--- config.mk ---
export PLATFORM = sky130hd
export DESIGN_NAME = smem_dma_arbiter_flat
export DESIGN_NICKNAME = d
export VERILOG_FILES = /design/src/rtl/smem_dma_if.sv /design/src/rtl/smem_dma_arbiter.sv /design/src/flat_wrapper.sv
export SDC_FILE = /design/constraint.sdc
export NUM_CORES = 1
export LEC_CHECK = 0
export ABC_AREA = 0
export ABC_CLOCK_PERIOD_IN_PS = 2800
export CAP_MARGIN = 20
export CORE_MARGIN = 2
export CORE_UTILIZATION = 35
export DETAILED_ROUTE_END_ITERATION = 8
export PLACE_DENSITY = 0.65
export REMOVE_ABC_BUFFERS = 1
export SLEW_MARGIN = 20
export SYNTH_ARGS = -nofsm -noshare
export SYNTH_HDL_FRONTEND = slang
export SYNTH_SLANG_ARGS = --single-unit
--- constraint.sdc ---
create_clock -name clk -period 2.8 [get_ports clk]
set_clock_uncertainty 0.15 [all_clocks]
set_input_delay 0.7 -clock clk [delete_from_list [all_inputs] [get_ports clk]]
set_output_delay 0.7 -clock clk [all_outputs]
set_load 0.01 [all_outputs]
--- src/rtl/smem_dma_if.sv ---
// DMA-side bus between the two requesters and the SMEM-aware arbiter.
interface smem_dma_if;
    logic [15:0] pc;
    logic [1:0]  req;
    logic [15:0] addr0;
    logic [15:0] addr1;
    logic [1:0]  grant;
    logic        dma_en;
    logic [15:0] dma_addr;
    logic [1:0]  starve;

    modport master (
        output pc, req, addr0, addr1,
        input  grant, dma_en, dma_addr, starve
    );

    modport slave (
        input  pc, req, addr0, addr1,
        output grant, dma_en, dma_addr, starve
    );
endinterface

--- src/rtl/smem_dma_arbiter.sv ---
// Round-robin arbiter for two DMA masters that withholds grants while pc is inside SMEM.
// Define SMEM_EXIT_GUARD_EN to hold grants off for EXIT_GUARD cycles after leaving SMEM.
module smem_dma_arbiter #(
    parameter logic [15:0] SMEM_BASE  = 16'hA000,
    parameter logic [15:0] SMEM_SIZE  = 16'h4000,
    parameter logic [3:0]  EXIT_GUARD = 4'd2,
    parameter logic [7:0]  BURST_MAX  = 8'd16,
    parameter logic [7:0]  MAX_WAIT   = 8'd64
) (
    input logic       clk,
    input logic       reset,
    smem_dma_if.slave bus
);
    localparam logic [15:0] SMEM_LAST = SMEM_BASE + SMEM_SIZE - 16'd2;

    typedef enum logic [1:0] {
        S_IDLE    = 2'd0,
        S_GRANT   = 2'd1,
        S_BLOCKED = 2'd2
`ifdef SMEM_EXIT_GUARD_EN
        , S_GUARD = 2'd3
`endif
    } state_e;

    state_e          state_q, state_d;
    logic [1:0]      grant_q, grant_d;
    logic            rr_q, rr_d;
    logic [7:0]      burst_q, burst_d;
    logic [1:0][7:0] wait_cnt_q, wait_cnt_d;
    logic [1:0]      starve_q, starve_d;
    logic [1:0]      grant_rise;
    logic            in_smem;
    logic            owner;
    logic            winner;
`ifdef SMEM_EXIT_GUARD_EN
    logic [3:0]      guard_q, guard_d;
`else
    // EXIT_GUARD has no effect without the guard state.
    logic            unused_exit_guard;
    assign unused_exit_guard = ^EXIT_GUARD;
`endif

    assign in_smem = (bus.pc >= SMEM_BASE) && (bus.pc <= SMEM_LAST);
    assign owner   = grant_q[1];
    assign winner  = bus.req[rr_q] ? rr_q : ~rr_q;

    // NOTE: every output of a combinational block gets a default first, so no latch is inferred.
    always_comb begin
        state_d = state_q;
        grant_d = grant_q;
        rr_d    = rr_q;
        burst_d = burst_q;
`ifdef SMEM_EXIT_GUARD_EN
        guard_d = guard_q;
`endif
        case (state_q)
            S_IDLE: begin
                if (in_smem) begin
                    state_d = S_BLOCKED;
                end else if (|bus.req) begin
                    grant_d = winner ? 2'b10 : 2'b01;
                    burst_d = 8'd0;
                    state_d = S_GRANT;
                end
            end
            S_GRANT: begin
                // SMEM entry wins over release and leaves the round-robin pointer alone.
                if (in_smem) begin
                    grant_d = 2'b00;
                    state_d = S_BLOCKED;
                end else if (!bus.req[owner] || burst_q == BURST_MAX - 8'd1) begin
                    grant_d = 2'b00;
                    rr_d    = ~owner;
                    state_d = S_IDLE;
                end else begin
                    burst_d = burst_q + 8'd1;
                end
            end
            S_BLOCKED: begin
                if (!in_smem) begin
`ifdef SMEM_EXIT_GUARD_EN
                    guard_d = 4'd0;
                    state_d = S_GUARD;
`else
                    state_d = S_IDLE;
`endif
                end
            end
`ifdef SMEM_EXIT_GUARD_EN
            S_GUARD: begin
                if (in_smem) begin
                    guard_d = 4'd0;
                    state_d = S_BLOCKED;
                end else if ({1'b0, guard_q} + 5'd1 >= {1'b0, EXIT_GUARD}) begin
                    state_d = S_IDLE;
                end else begin
                    guard_d = guard_q + 4'd1;
                end
            end
`endif
            default: begin
                grant_d = 2'b00;
                state_d = S_IDLE;
            end
        endcase
    end

    assign grant_rise = grant_d & ~grant_q;

    // Starvation is sticky across request drops; only a fresh grant clears it.
    always_comb begin
        wait_cnt_d = wait_cnt_q;
        starve_d   = starve_q;
        for (int i = 0; i < 2; i++) begin
            if (!bus.req[i] || grant_rise[i]) begin
                wait_cnt_d[i] = 8'd0;
            end else if (!grant_q[i] && wait_cnt_q[i] != MAX_WAIT) begin
                wait_cnt_d[i] = wait_cnt_q[i] + 8'd1;
            end
            if (grant_rise[i]) begin
                starve_d[i] = 1'b0;
            end else if (wait_cnt_d[i] == MAX_WAIT) begin
                starve_d[i] = 1'b1;
            end
        end
    end

    // NOTE: sequential state uses non-blocking assignments so all flops sample pre-edge values.
    always_ff @(posedge clk) begin
        if (reset) begin
            state_q    <= S_IDLE;
            grant_q    <= 2'b00;
            rr_q       <= 1'b0;
            burst_q    <= 8'd0;
            wait_cnt_q <= '0;
            starve_q   <= 2'b00;
`ifdef SMEM_EXIT_GUARD_EN
            guard_q    <= 4'd0;
`endif
        end else begin
            state_q    <= state_d;
            grant_q    <= grant_d;
            rr_q       <= rr_d;
            burst_q    <= burst_d;
            wait_cnt_q <= wait_cnt_d;
            starve_q   <= starve_d;
`ifdef SMEM_EXIT_GUARD_EN
            guard_q    <= guard_d;
`endif
        end
    end

    assign bus.grant    = grant_q;
    assign bus.dma_en   = (|grant_q) & ~in_smem;
    assign bus.dma_addr = grant_q[0] ? bus.addr0 : (grant_q[1] ? bus.addr1 : 16'h0000);
    assign bus.starve   = starve_q;
endmodule

--- src/flat_wrapper.sv ---
// flat-port wrapper written by rule: the top's interface ports become plain ports
module smem_dma_arbiter_flat 
#(
    parameter logic [15:0] SMEM_BASE  = 16'hA000,
    parameter logic [15:0] SMEM_SIZE  = 16'h4000,
    parameter logic [3:0]  EXIT_GUARD = 4'd2,
    parameter logic [7:0]  BURST_MAX  = 8'd16,
    parameter logic [7:0]  MAX_WAIT   = 8'd64
)
  (clk, reset, bus_pc, bus_req, bus_addr0, bus_addr1, bus_grant, bus_dma_en, bus_dma_addr, bus_starve);
  smem_dma_if bus_i ();
  input logic clk;
  input logic reset;
  input wire logic [$bits(bus_i.pc)-1:0] bus_pc;
  input wire logic [$bits(bus_i.req)-1:0] bus_req;
  input wire logic [$bits(bus_i.addr0)-1:0] bus_addr0;
  input wire logic [$bits(bus_i.addr1)-1:0] bus_addr1;
  output wire logic [$bits(bus_i.grant)-1:0] bus_grant;
  output wire logic [$bits(bus_i.dma_en)-1:0] bus_dma_en;
  output wire logic [$bits(bus_i.dma_addr)-1:0] bus_dma_addr;
  output wire logic [$bits(bus_i.starve)-1:0] bus_starve;
  assign bus_i.pc = bus_pc;
  assign bus_i.req = bus_req;
  assign bus_i.addr0 = bus_addr0;
  assign bus_i.addr1 = bus_addr1;
  assign bus_grant = bus_i.grant;
  assign bus_dma_en = bus_i.dma_en;
  assign bus_dma_addr = bus_i.dma_addr;
  assign bus_starve = bus_i.starve;
  smem_dma_arbiter #(.SMEM_BASE(SMEM_BASE), .SMEM_SIZE(SMEM_SIZE), .EXIT_GUARD(EXIT_GUARD), .BURST_MAX(BURST_MAX), .MAX_WAIT(MAX_WAIT)) u_core (.clk(clk), .reset(reset), .bus(bus_i));
endmodule
==> results of run 1 <==
cells in the mapped netlist (2+ instances only):
cell	instances	area [µm²]
or3_1	8	50.1
clkbuf_1	8	30.0
a211oi_1	3	22.5
o31ai_1	2	15.0
o21ai_0	7	35.0
buf_2	2	10.0
o22ai_1	2	12.5
xor2_1	8	70.1
nor4_1	3	18.8
nand4_1	5	31.3
mux2i_1	5	50.1
nand2_1	18	67.6
o211ai_1	4	30.0
dfxtp_1	31	621
a21oi_1	13	65.1
ha_1	5	62.6
inv_1	13	48.8
and3b_1	2	17.5
and3_1	7	43.8
nor3_1	3	15.0
xnor2_1	10	87.6
nand4b_1	3	26.3
nor2_1	32	120
a22o_1	16	140
nand3_1	10	50.1
cell usage in the layout (no fill, tap or decap), types with 7 or more instances in the layout:
cell	count
nand2_1	18
nor2_1	32
buf_4	15
dfxtp_1	31
or3_1	8
nand3_1	10
xor2_1	8
a21oi_1	13
a22o_1	16
clkbuf_8	7
clkdlybuf4s50_1	58
inv_1	13
xnor2_1	10
o21ai_0	7
and3_1	7
dlygate4sd2_1	10
layer usage:
metal | global-route usage, % | vias up
met5 | 0 | -
met4 | 6.21 | 0
met3 | 5.77 | 7
met2 | 26.2 | 76
met1 | 19.0 | 908
li1 | - | 1065
metrics by stage:
step	total power [mW]	hold WS (ns)	setup TNS (ns)	worst slack (ns)
6_report	1.16	0.301	0	0.0785
5_1_grt	1.21	0.336	0	0.0117
4_1_cts	1.17	0.309	0	0.00267
3_5_place_dp	0.777	0.298	-0.473	-0.460
3_3_place_gp	0.774	0.295	-0.453	-0.452
2_1_floorplan	0.600	0.284	0	0.428
area by class of cell:
| type | count | area share, % |
|---|---|---|
| Multi-Input combinational cell | 191 | 43.2 |
| Timing Repair Buffer | 87 | 27.8 |
| Sequential cell | 31 | 20.9 |
| Clock buffer | 8 | 3.38 |
| Tap cell | 72 | 3.04 |
| Inverter | 13 | 1.65 |
flip-flops by register name, summed over array words and instances, names as in the netlist:
register / count
u_core.rr_q: 1
u_core.wait_cnt_q: 16
u_core.state_q: 2
u_core.burst_q: 8
u_core.bus.grant: 2
u_core.bus.starve: 2
logic make-up (layout without fill, tap and decap cells):
kind of cell,count (synthesis),in the layout,share of synthesized area [%]
and+or+nand+nor,100,100,26.3
xor gates and xnor gates,18,18,7.92
AOI/OAI and AO/OA,62,62,23.4
muxes,6,6,3.08
buffers and inverters,24,108,5.03
adders and majority gates,5,5,3.14
DFF,31,31,31.2
critical path, delay by kind of cell:
kind,cells,cell delay [ns]
simple gates,2,0.31
compound gates,1,0.11
buf+inv,2,0.61
xor+xnor,1,0.14
worst min-delay path by stage:
stage / slack (ns) / start / endpoint / cells past startpoint
2_1_floorplan: 0.28 / u_core.state_q[1]$_SDFFE_PP0P_ / u_core.state_q[1]$_SDFFE_PP0P_ / 1
3_3_place_gp: 0.30 / u_core.bus.starve[0]$_SDFFE_PP0N_ / u_core.bus.starve[0]$_SDFFE_PP0N_ / 2
3_5_place_dp: 0.30 / u_core.bus.starve[0]$_SDFFE_PP0N_ / u_core.bus.starve[0]$_SDFFE_PP0N_ / 2
4_1_cts: 0.31 / u_core.bus.starve[0]$_SDFFE_PP0N_ / u_core.bus.starve[0]$_SDFFE_PP0N_ / 2
5_1_grt: 0.34 / u_core.state_q[1]$_SDFFE_PP0P_ / u_core.state_q[1]$_SDFFE_PP0P_ / 1
6_report: 0.30 / u_core.bus.starve[0]$_SDFFE_PP0N_ / u_core.bus.starve[0]$_SDFFE_PP0N_ / 2
report_power, final:
group / internal [mW] / switching [mW]
sequential: 0.451 / 0.00944
clock: 0.224 / 0.172
combinational: 0.172 / 0.128
total: 0.847 / 0.310
what timing repair did:
item | CTS | global route
hold endpoints to repair | 0 | 0
resized for setup | 15 | 4
pin swaps | 5 | 3
setup endpoints to repair | 1 | 1
==> impl_metrics.env, run 1 <==
export IMPL_cts_buffers=5
export IMPL_synth_cell_type_count=51
export IMPL_ys_seq_area_share_pct=31.2
export IMPL_cts_hold_buf=0
export IMPL_yosys_warnings=0
export IMPL_met1_length_um=2250
export IMPL_cts_max_level=2
export IMPL_clockBufferDepth=2
export IMPL_die_w_um=79.4
export IMPL_core_area_mm2=0.00551
export IMPL_grt_max_degree=17
export IMPL_clk_pin_slew_ns=0.07
export IMPL_drtIter0Drc=74
export IMPL_clkSinkCount=31
export IMPL_clock_root_buffer="clkbuf_8"
export IMPL_drt_vias_per_instance=5.11
export IMPL_fillers=525
export IMPL_antenna_found_initial=0
export IMPL_crit_end="bus_dma_en"
export IMPL_place_area_mm2=0.00286
export IMPL_regArea_um2=621
export IMPL_min_path_type="flip-flop to flip-flop"
export IMPL_end_kind="output pin"
export IMPL_antenna_cells=0
export IMPL_start_util_pct=36.2
export IMPL_status="finished clean"
export IMPL_cts_tree="done"
export IMPL_nets=386
export IMPL_clk_latency_ns=0.28
export IMPL_grt_pass1_wl_um=8090
export IMPL_leakage_nw=1.17
export IMPL_postSynth_asyncResetShare_pct=0
export IMPL_num_vias=2056
export IMPL_num_io_pins=73
export IMPL_finalCritPeriodShare_pct=97.2
export IMPL_die_area_mm2=0.00631
export IMPL_worstPathMaxFanout=2
export IMPL_clock_fmax_mhz=367
export IMPL_routabilityCongestion=0.857
export IMPL_worstReg2RegEnd="u_core.burst_q[7]$_SDFFE_PP0P_"
export IMPL_relSlewSlack_pct=58.9
export IMPL_met3_length_um=481
export IMPL_syn_avg_cell_area_um2=8.09
export IMPL_worst_slew_pin_slew_ns=0.611
export IMPL_final_util_pct=53.8
export IMPL_crit_arrival_ns=1.87
export IMPL_place_hpwl_um=3780
export IMPL_drive_above_1_share_pct=9.09
export IMPL_die_h_um=79.4
export IMPL_overflow=0
export IMPL_rsz0062_at_grt="false"
export IMPL_ant_nets=0
export IMPL_rrSetupSlack_ns=0.58
export IMPL_io_buffers=72
export IMPL_finalWirelength_um=5020
export IMPL_multiInputGateArea_mm2=0.00128
export IMPL_r2r_start="u_core.burst_q[0]$_SDFFE_PP0P_"
export IMPL_synth_ff_type="dfxtp_1"
export IMPL_required_ns=1.95
export IMPL_critPathSlowestCell="clkdlybuf4s50_1"
export IMPL_ir_drop_v=0.000237
export IMPL_wl_met2_um=2210
export IMPL_fin_cells=402
export IMPL_r2r_cells=7
export IMPL_num_rows=27
export IMPL_top_layer="met4"
export IMPL_maxCapViolations=0
export IMPL_cp_start_kind="primary input"
export IMPL_setup_viol=0
export IMPL_ys_ff_latch=31
export IMPL_fin_crit_ns=2.72
export IMPL_synth_edff_count=0
export IMPL_dpl_cell_count=394
export IMPL_drcViolationCount=0
export IMPL_netlist_instances=246
export IMPL_hold_viol=0
export IMPL_maxSlewViolCount=0
export IMPL_first_pass_iters=4
export IMPL_final_area_mm2=0.00296
export IMPL_cpPeakStageDelay_ns=0.47
export IMPL_wl_per_cell_um=12.5
export IMPL_p_per_area_mw_per_mm2=390
export IMPL_cp_cell_sequence="clkdlybuf4s50_1 -> xor2_1 -> nand2_1 -> or2_4 -> o21a_1 -> buf_2"
export IMPL_grt_use_total_pct=16.0
export IMPL_first_global_vias=1846
export IMPL_synth_area_mm2=0.00199
export IMPL_cts_setup_buffers=0
export IMPL_syn_to_final_growth_pct=48.9
export IMPL_startpoint="bus_pc[13]"
export IMPL_critPathKind="primary input to output pin"
(Power assumes the default switching activity.)
==> inputs of run 2 (changes only) <==
--- a/config.mk
+++ b/config.mk
@@ -8,11 +8,13 @@
 export ABC_AREA = 0
 export ABC_CLOCK_PERIOD_IN_PS = 2800
 export CAP_MARGIN = 20
-export CORE_MARGIN = 2
+export CORE_ASPECT_RATIO = 1.5
+export CORE_MARGIN = 10
 export CORE_UTILIZATION = 35
 export DETAILED_ROUTE_END_ITERATION = 8
 export PLACE_DENSITY = 0.65
 export REMOVE_ABC_BUFFERS = 1
+export SKIP_CTS_REPAIR_TIMING = 1
 export SLEW_MARGIN = 20
 export SYNTH_ARGS = -nofsm -noshare
 export SYNTH_HDL_FRONTEND = slang
==> run 2 against run 1 <==
Via count increased by 2.9%. Total power fell by 3.7%. Sequential share of layout area fell by 0.062 points. Final cell count down 0.75%. Worst hold slack lost 0.0046 ns. Non-clock buffer count stayed put. Die area increased by 45%. Critical path type unchanged. Critical endpoint unchanged. Largest cell class unchanged.
==> impl_metrics.env, run 2 (same netlist as run 1, synthesis figures left out) <==
export IMPL_finalCritPeriodShare_pct=97.7
export IMPL_cts_buffers=5
export IMPL_place_area_mm2=0.00285
export IMPL_first_global_vias=2039
export IMPL_drtIter0Drc=85
export IMPL_clock_root_buffer="clkbuf_8"
export IMPL_r2r_start="u_core.wait_cnt_q[8]$_SDFF_PP0_"
export IMPL_cts_tree="done"
export IMPL_ir_drop_v=0.000295
export IMPL_cp_start_kind="primary input"
export IMPL_cpPeakStageDelay_ns=0.47
export IMPL_clkSinkCount=31
export IMPL_clk_pin_slew_ns=0.06
export IMPL_num_rows=33
export IMPL_p_per_area_mw_per_mm2=375
export IMPL_regArea_um2=621
export IMPL_worstReg2RegEnd="u_core.bus.starve[1]$_SDFFE_PP0N_"
export IMPL_first_pass_iters=6
export IMPL_core_area_mm2=0.00549
export IMPL_finalWirelength_um=5910
export IMPL_pre_cts_ws_ns=-0.439
export IMPL_multiInputGateArea_mm2=0.00127
export IMPL_place_hpwl_um=4700
export IMPL_critPathSlowestCell="clkdlybuf4s50_1"
export IMPL_clk_latency_ns=0.28
export IMPL_mostFrequentLayoutCells="60 x clkdlybuf4s50_1, 32 x nor2_1, 31 x dfxtp_1"
export IMPL_die_area_mm2=0.00917
export IMPL_antenna_cells=0
export IMPL_r2r_cells=7
export IMPL_clockBufferDepth=2
export IMPL_regMostFlops="u_core.wait_cnt_q"
export IMPL_critPathKind="primary input to output pin"
export IMPL_crit_arrival_ns=1.88
export IMPL_min_path_type="flip-flop to flip-flop"
export IMPL_cts_max_level=2
export IMPL_hold_viol=0
export IMPL_io_buffers=72
export IMPL_maxSlewViolCount=0
export IMPL_final_common_cell="clkdlybuf4s50_1"
export IMPL_required_ns=1.95
export IMPL_worst_hold_path_endpoint="u_core.bus.starve[0]$_SDFFE_PP0N_"
export IMPL_num_io_pins=73
export IMPL_routabilityCongestion=0.869
export IMPL_drt_vias_per_instance=5.30
export IMPL_syn_to_final_growth_pct=49.3
export IMPL_crit_buf_inv=2
export IMPL_status="finished clean"
export IMPL_min_from="u_core.bus.starve[0]$_SDFFE_PP0N_"
export IMPL_clock_fmax_mhz=366
export IMPL_setup_viol=0
export IMPL_die_h_um=112
export IMPL_cp_cell_sequence="clkdlybuf4s50_1 -> xor2_1 -> nand2_1 -> or2_4 -> o21a_1 -> buf_2"
export IMPL_holdWs_ns=0.297
export IMPL_worst_slew_pin_slew_ns=0.591
export IMPL_path_delay_family="buffers and inverters"
export IMPL_antenna_found_initial=0
export IMPL_end_kind="output pin"
export IMPL_ant_nets=0
export IMPL_layout_setup_ws_ns=0.0651
export IMPL_grt_max_degree=18
export IMPL_leakage_nw=1.21
export IMPL_drcViolationCount=0
export IMPL_wl_per_cell_um=14.8
export IMPL_largest_reg_flops=16
export IMPL_die_w_um=81.6
export IMPL_num_vias=2116
export IMPL_worstPathMaxFanout=2
export IMPL_grt_pass1_wl_um=9500
export IMPL_nets=386
export IMPL_start_util_pct=36.2
export IMPL_final_area_mm2=0.00297
export IMPL_fin_crit_ns=2.73
export IMPL_drive_above_1_share_pct=9.12
export IMPL_grt_use_total_pct=12.4
export IMPL_startpoint="bus_pc[13]"
export IMPL_fillers=526
export IMPL_overflow=0
export IMPL_hold_depth=2
export IMPL_reg_top3="u_core.wait_cnt_q: 16 flops, u_core.burst_q: 8 flops"
export IMPL_maxCapViolations=0
export IMPL_relSlewSlack_pct=60.3
export IMPL_rrSetupSlack_ns=0.61
export IMPL_total_power_mw=1.11
## run 2: cell count changes in the layout (fill, tap and decap cells not counted), sizes merged
| cell | previous run | this run |
|---|---|---|
| clkdlybuf4s50 | 58 | 60 |
| clkinv | 0 | 1 |
| clkbuf | 8 | 6 |
| dlymetal6s2s | 3 | 11 |
| dlygate4sd2 | 10 | 0 |
## run 2: layout make-up
cell class,count,share of cell area (%)
multi-input cells,191,42.8
repair buffers,87,28.8
flip-flops and latches,31,20.9
well taps,70,2.95
clock buffers,6,2.78
inverters,13,1.64
clock inverters,1,0.168
## run 2: layer usage
metal	wire length (µm)	track usage, %	share of wire [%]
met1	2680	15.5	45
met2	2660	19.7	45
met3	472	3.27	8.0
met4	93	4.21	1.6
met5	0	0	0
## run 2: metrics by stage
stage / TNS [ns] / utilization [%] / cells
6_report: 0 / 54.1 / 399
5_1_grt: -0.0206 / 54.1 / 399
4_1_cts: -0.450 / 53.5 / 398
3_5_place_dp: -0.702 / 51.9 / 391
3_3_place_gp: -0.597 / 51.9 / 391
2_1_floorplan: 0 / - / 235
## run 2: how the worst max path moves through the flow
stage	endpoint	slack, ns	cells past startpoint
6_report	bus_dma_en	0.07	6
5_1_grt	bus_dma_en	-0.02	6
4_1_cts	bus_dma_en	-0.45	6
3_5_place_dp	bus_dma_en	-0.44	6
3_3_place_gp	bus_dma_en	-0.44	6
2_1_floorplan	bus_dma_en	0.43	4
## run 2: where the power goes
| part | switching (mW) | internal [mW] | total (mW) |
|---|---|---|---|
| registers | 0.0147 | 0.451 | 0.466 |
| logic | 0.125 | 0.171 | 0.296 |
| clock network | 0.161 | 0.193 | 0.353 |
| total | 0.300 | 0.815 | 1.11 |
## run 2: worst reg2reg max path: cells and delay by family (launching register included)
kind                       cells  cell delay [ns]
adders and majority gates      1             0.19
and+or+nand+nor                2             0.30
AOI/OAI and AO/OA              3             0.94
DFF                            1             0.42
buffers and inverters          1             0.09
